==> src/rtl/bcla9_stream_adder.sv <==
// bcla9_stream_adder: two-stage valid/ready wrapper around a 9+9-bit
// block carry look-ahead adder, with a saturating carry-out counter.
module bcla9_stream_adder #(
  parameter int CNT_W = 16
) (
  input  logic             clk,
  input  logic             rst_n,
  input  logic             in_valid,
  output logic             in_ready,
  input  logic [8:0]       in_x,
  input  logic [8:0]       in_y,
  output logic             out_valid,
  input  logic             out_ready,
  output logic [9:0]       out_sum,
  output logic [CNT_W-1:0] carry_cnt,
  input  logic             cnt_clr
);

  localparam logic [CNT_W-1:0] CNT_MAX = '1;

  logic       s1_valid;
  logic [8:0] s1_x;
  logic [8:0] s1_y;
  logic       s2_valid;
  logic       s2_free;
  logic       in_xfer;
  logic       adv;
  logic       out_xfer;

  logic [8:0] p;
  logic [8:0] g;
  logic [2:0] bg;
  logic [2:0] bp;
  logic [3:0] bc;
  logic [9:0] c;
  logic [9:0] sum_c;

  assign s2_free   = !s2_valid | out_ready;
  assign in_ready  = !s1_valid | s2_free;
  assign in_xfer   = in_valid & in_ready;
  assign adv       = s1_valid & s2_free;
  assign out_xfer  = s2_valid & out_ready;
  assign out_valid = s2_valid;

  // 3x3-bit block carry look-ahead adder, carry-in tied low
  always_comb begin
    p  = s1_x ^ s1_y;
    g  = s1_x & s1_y;
    bg = '0;
    bp = '0;
    for (int b = 0; b < 3; b++) begin
      bg[b] = g[3*b+2]
            | (p[3*b+2] & g[3*b+1])
            | (p[3*b+2] & p[3*b+1] & g[3*b]);
      bp[b] = p[3*b+2] & p[3*b+1] & p[3*b];
    end
    bc[0] = 1'b0;
    bc[1] = bg[0];
    bc[2] = bg[1] | (bp[1] & bg[0]);
    bc[3] = bg[2]
          | (bp[2] & bg[1])
          | (bp[2] & bp[1] & bg[0]);
    c = '0;
    for (int b = 0; b < 3; b++) begin
      c[3*b]   = bc[b];
      c[3*b+1] = g[3*b] | (p[3*b] & bc[b]);
      c[3*b+2] = g[3*b+1]
               | (p[3*b+1] & g[3*b])
               | (p[3*b+1] & p[3*b] & bc[b]);
    end
    c[9]  = bc[3];
    sum_c = {c[9], p ^ c[8:0]};
  end

  // stage 1: operand register
  always_ff @(posedge clk or negedge rst_n) begin
    if (!rst_n) begin
      s1_valid <= 1'b0;
      s1_x     <= '0;
      s1_y     <= '0;
    end else if (in_xfer) begin
      s1_valid <= 1'b1;
      s1_x     <= in_x;
      s1_y     <= in_y;
    end else if (adv) begin
      s1_valid <= 1'b0;
    end
  end

  // stage 2: sum register, value held after drain
  always_ff @(posedge clk or negedge rst_n) begin
    if (!rst_n) begin
      s2_valid <= 1'b0;
      out_sum  <= '0;
    end else if (adv) begin
      s2_valid <= 1'b1;
      out_sum  <= sum_c;
    end else if (out_ready) begin
      s2_valid <= 1'b0;
    end
  end

  // saturating count of delivered results with carry-out set
  always_ff @(posedge clk or negedge rst_n) begin
    if (!rst_n) begin
      carry_cnt <= '0;
    end else if (cnt_clr) begin
      carry_cnt <= '0;
    end else if (out_xfer && out_sum[9] && carry_cnt != CNT_MAX) begin
      carry_cnt <= carry_cnt + CNT_W'(1);
    end
  end

endmodule

==> config.mk <==
export PLATFORM = sky130hd
export DESIGN_NAME = bcla9_stream_adder
export DESIGN_NICKNAME = d
export VERILOG_FILES = /design/src/rtl/bcla9_stream_adder.sv
export SDC_FILE = /design/constraint.sdc
export NUM_CORES = 1
export LEC_CHECK = 0
export CORE_MARGIN = 2
export CORE_UTILIZATION = 25
export DETAILED_ROUTE_END_ITERATION = 8
export PLACE_DENSITY = 0.41
export SETUP_SLACK_MARGIN = 0.1
export SLEW_MARGIN = 20
export SYNTH_ARGS = -nofsm -noshare
export SYNTH_HDL_FRONTEND = slang
export SYNTH_SLANG_ARGS = --single-unit
==> constraint.sdc <==
create_clock -name clk -period 3 [get_ports clk]
set_input_delay 0.6 -clock clk [delete_from_list [all_inputs] [get_ports clk]]
set_output_delay 0.6 -clock clk [all_outputs]
set_load 0.02 [all_outputs]
==> summary.txt <==
Route
  • # DRC: 0
  • Number of detailed-routing iterations run before antenna repair: 4
  • Total wire length: between 5 and 6 mm
  • Routed vias/inst: 4.57
  • Post-DRT Antenna Nets: 0
  • DRT iter0 DRCs: 32
  • Wire length per cell: 13.3 um
  • Vias: 1841

Layout
  • Share of layout cells above drive strength 1: 0.179
  • Most common cell after layout, fill and taps aside: clkdlybuf4s50_1
  • Final instance area: around 3200 um2
  • Area grow syn2layout: 32.6%
  • Most frequent cells in the layout: clkdlybuf4s50_1, dfrtp_1, mux2_2, nand2_1, o21ai_0
  • Ant. Diodes: 0
  • Final-stage net count: approximately 300

Worst setup path
  • CP max FO: 4
  • Critical Path AT: between 1.5 and 2 ns
  • Critical Path Sink Type: primary output
  • Critical path launch point type: input port
  • Critical-path cell list: clkdlybuf4s50_1 -> nand3b_1 -> clkdlybuf4s50_1
  • CP required: roughly 2.4 ns
  • Setup CP Type: in -> out
  • Critical path's most frequent cell: clkdlybuf4s50_1
  • Crit-path slowest cell: clkdlybuf4s50_1
  • CP max stage delay: 0.62 ns

Clocking
  • Post CTS Setup Buffer Count: 0
  • TritonCTS clock tree: yes
  • Clock transition at path regs: roughly 0.09 ns
  • CTS Buf Count: 5
  • # hold bufs at CTS: 0
  • Clock Latency Late Sink: around 0.31 ns
  • Post-CTS Resized: 0
  • H-Tree Depth: 2
  • CTS Root Cell: clkbuf_8
  • Clock sink count: 46
  • Max clock buf depth: 2

Placement
  • HPWL Detailed: approximately 4.1 mm
  • Port Buffers: 50
  • Final RePlAce weighted congestion: 0.750
  • DP Area: roughly 3100 um2

Power and ir drop
  • Peak supply drop: just over 0.2 mV
  • Static leakage: about 0.0013 uW
  • Total power: around 1700 uW
  • PwrDens: roughly 550 nW/um2

Global routing
  • Global-route wire length before repair: 8.97 mm
  • Largest net degree at the start of global routing: 26
  • Grt ovf: 0
  • Vias in the first global route: between 1500 and 2000
  • Antenna violations before repair: 0
  • Total track usage: 0.111

Yosys
  • Mapped Nets: between 200 and 300
  • Mapped Cells: 214
  • Synth Area per Inst: ~11 um2
  • Syn. warnings: 0
  • Mapped Area: 2380 um2
  • #FFs+latches synth: 46
  • Library cells used by synthesis: 39
  • Register area share after synthesis: 0.483

Timing
  • Final setup viols: 0
  • Worst hold slack: 0.284 ns
  • Worst-Margin Slew: about 0.58 ns
  • Final slew viol count: 0
  • Fmax achieved: roughly 400 MHz
  • Worst rel slew slack: 0.612
  • Tmin final: about 2.5 ns
  • Final hold violation count: 0
  • Period utilization: 0.835
  • Clock skew: 0.00766 ns
  • RSZ-0062 raised after global routing: false
  • TNS Setup: 0 ns

Run
  • Max_cap viols: 0

Floorplan
  • Die Y: a little over 100 um
  • Io pins: ~50
  • Initial Utilization: 0.258
  • Die Area: between 10000 and 15000 um2
  • Die W: 102 um
  • Core area: 9240 um2
  • Number of cell rows: 35

Hold path
  • Hold WC Path Type: in -> async

Run status
  • Status: finished clean
## cells in the mapped netlist
cell type	number	area, um2
dfrtp_1	46	1150
mux2_2	22	248
nand2_1	17	63.8
o21ai_0	14	70.1
a21oi_1	10	50.1
ha_1	10	125
inv_1	9	33.8
nand3_1	8	40.0
nor2_1	7	26.3
or2_2	5	31.3
clkbuf_1	4	15.0
nand2b_1	4	25.0
nor3_1	4	20.0
o311ai_0	4	35.0
o31ai_1	4	30.0
o41ai_1	4	35.0
a211oi_1	3	22.5
a21o_1	3	22.5
fa_1	3	60.1
mux2i_1	3	30.0
nand4_1	3	18.8
nor4_1	3	18.8
or3_1	3	18.8
and3_1	2	12.5
nor2b_1	2	12.5
or4_1	2	15.0
xnor2_1	2	17.5
xor2_1	2	17.5
a31oi_1	1	6.26
and4_2	1	10.0
nand3_2	1	10.0
nand3b_1	1	7.51
nand4_4	1	21.3
nor4_2	1	12.5
o211a_1	1	10.0
o211ai_1	1	7.51
o221a_2	1	11.3
or3_2	1	7.51
or4_4	1	11.3
## per-stage QoR
stage | cells | worst slack (ns) | utilization
3_5_place_dp | 395 | 0.434 | 0.332
4_1_cts | 403 | 0.481 | 0.342
3_3_place_gp | 395 | 0.427 | 0.332
5_1_grt | 403 | 0.410 | 0.342
6_report | 403 | 0.495 | 0.342
2_1_floorplan | 214 | 0.881 | -
## where the power goes
group	switching [uW]	internal, uW
clock	229	164
sequential	72.2	720
combinational	271	285
total	572	1170
## metal layers
layer	global-route usage	vias to the layer above	part of all wire
li1	-	910	-
met1	0.132	885	0.45
met2	0.191	39	0.49
met3	0.0352	7	0.049
met4	0.0322	0	0.011
met5	0	-	0
## final timing paths
kind                       cells after the start  slack [ns]       start      endpoint
setup / recovery                               3        0.49   out_ready      in_ready
hold / removal                                 1        0.28       rst_n  carry_cnt[4]
hold reg to reg                                2        0.49  out_sum[3]    out_sum[3]
max in group asynchronous                      2        2.12       rst_n      s1_valid
setup reg to reg                               6        0.68     s1_x[1]    out_sum[6]
min in group clk                               2        0.49  out_sum[3]    out_sum[3]
## area by class of cell
type,count,area (um2)
Fill cell,937,6080
Multi-Input combinational cell,155,1180
Timing Repair Buffer,56,541
Clock inverter,3,21.3
Sequential cell,46,1150
Inverter,9,33.8
Tap cell,129,161
Clock buffer,5,68.8
## worst max-delay path: cells and delay by family
family / cells / cell delay [ns]
and+or+nand+nor: 1 / 0.17
buffers and inverters: 2 / 1.14
## sequential cells by signal (all words and copies together), names as in the netlist
| signal | count |
|---|---|
| out_valid | 1 |
| s1_x | 9 |
| s1_y | 9 |
| carry_cnt | 16 |
| out_sum | 10 |
| s1_valid | 1 |
## cell families (layout without fill, tap and decap cells)
group                    count (synthesis)  in the layout  synth area share
AO/OA/AOI/OAI                           46             46             0.126
XOR/XNOR                                 4              4            0.0147
adder cells (fa/ha/maj)                 13             13            0.0778
buffers and inverters                   13             73            0.0205
flip-flops                              46             46             0.483
multiplexers                            25             25             0.117
AND/OR/NAND/NOR                         67             67             0.161
Note: power is estimated with default switching activity, not from simulation.
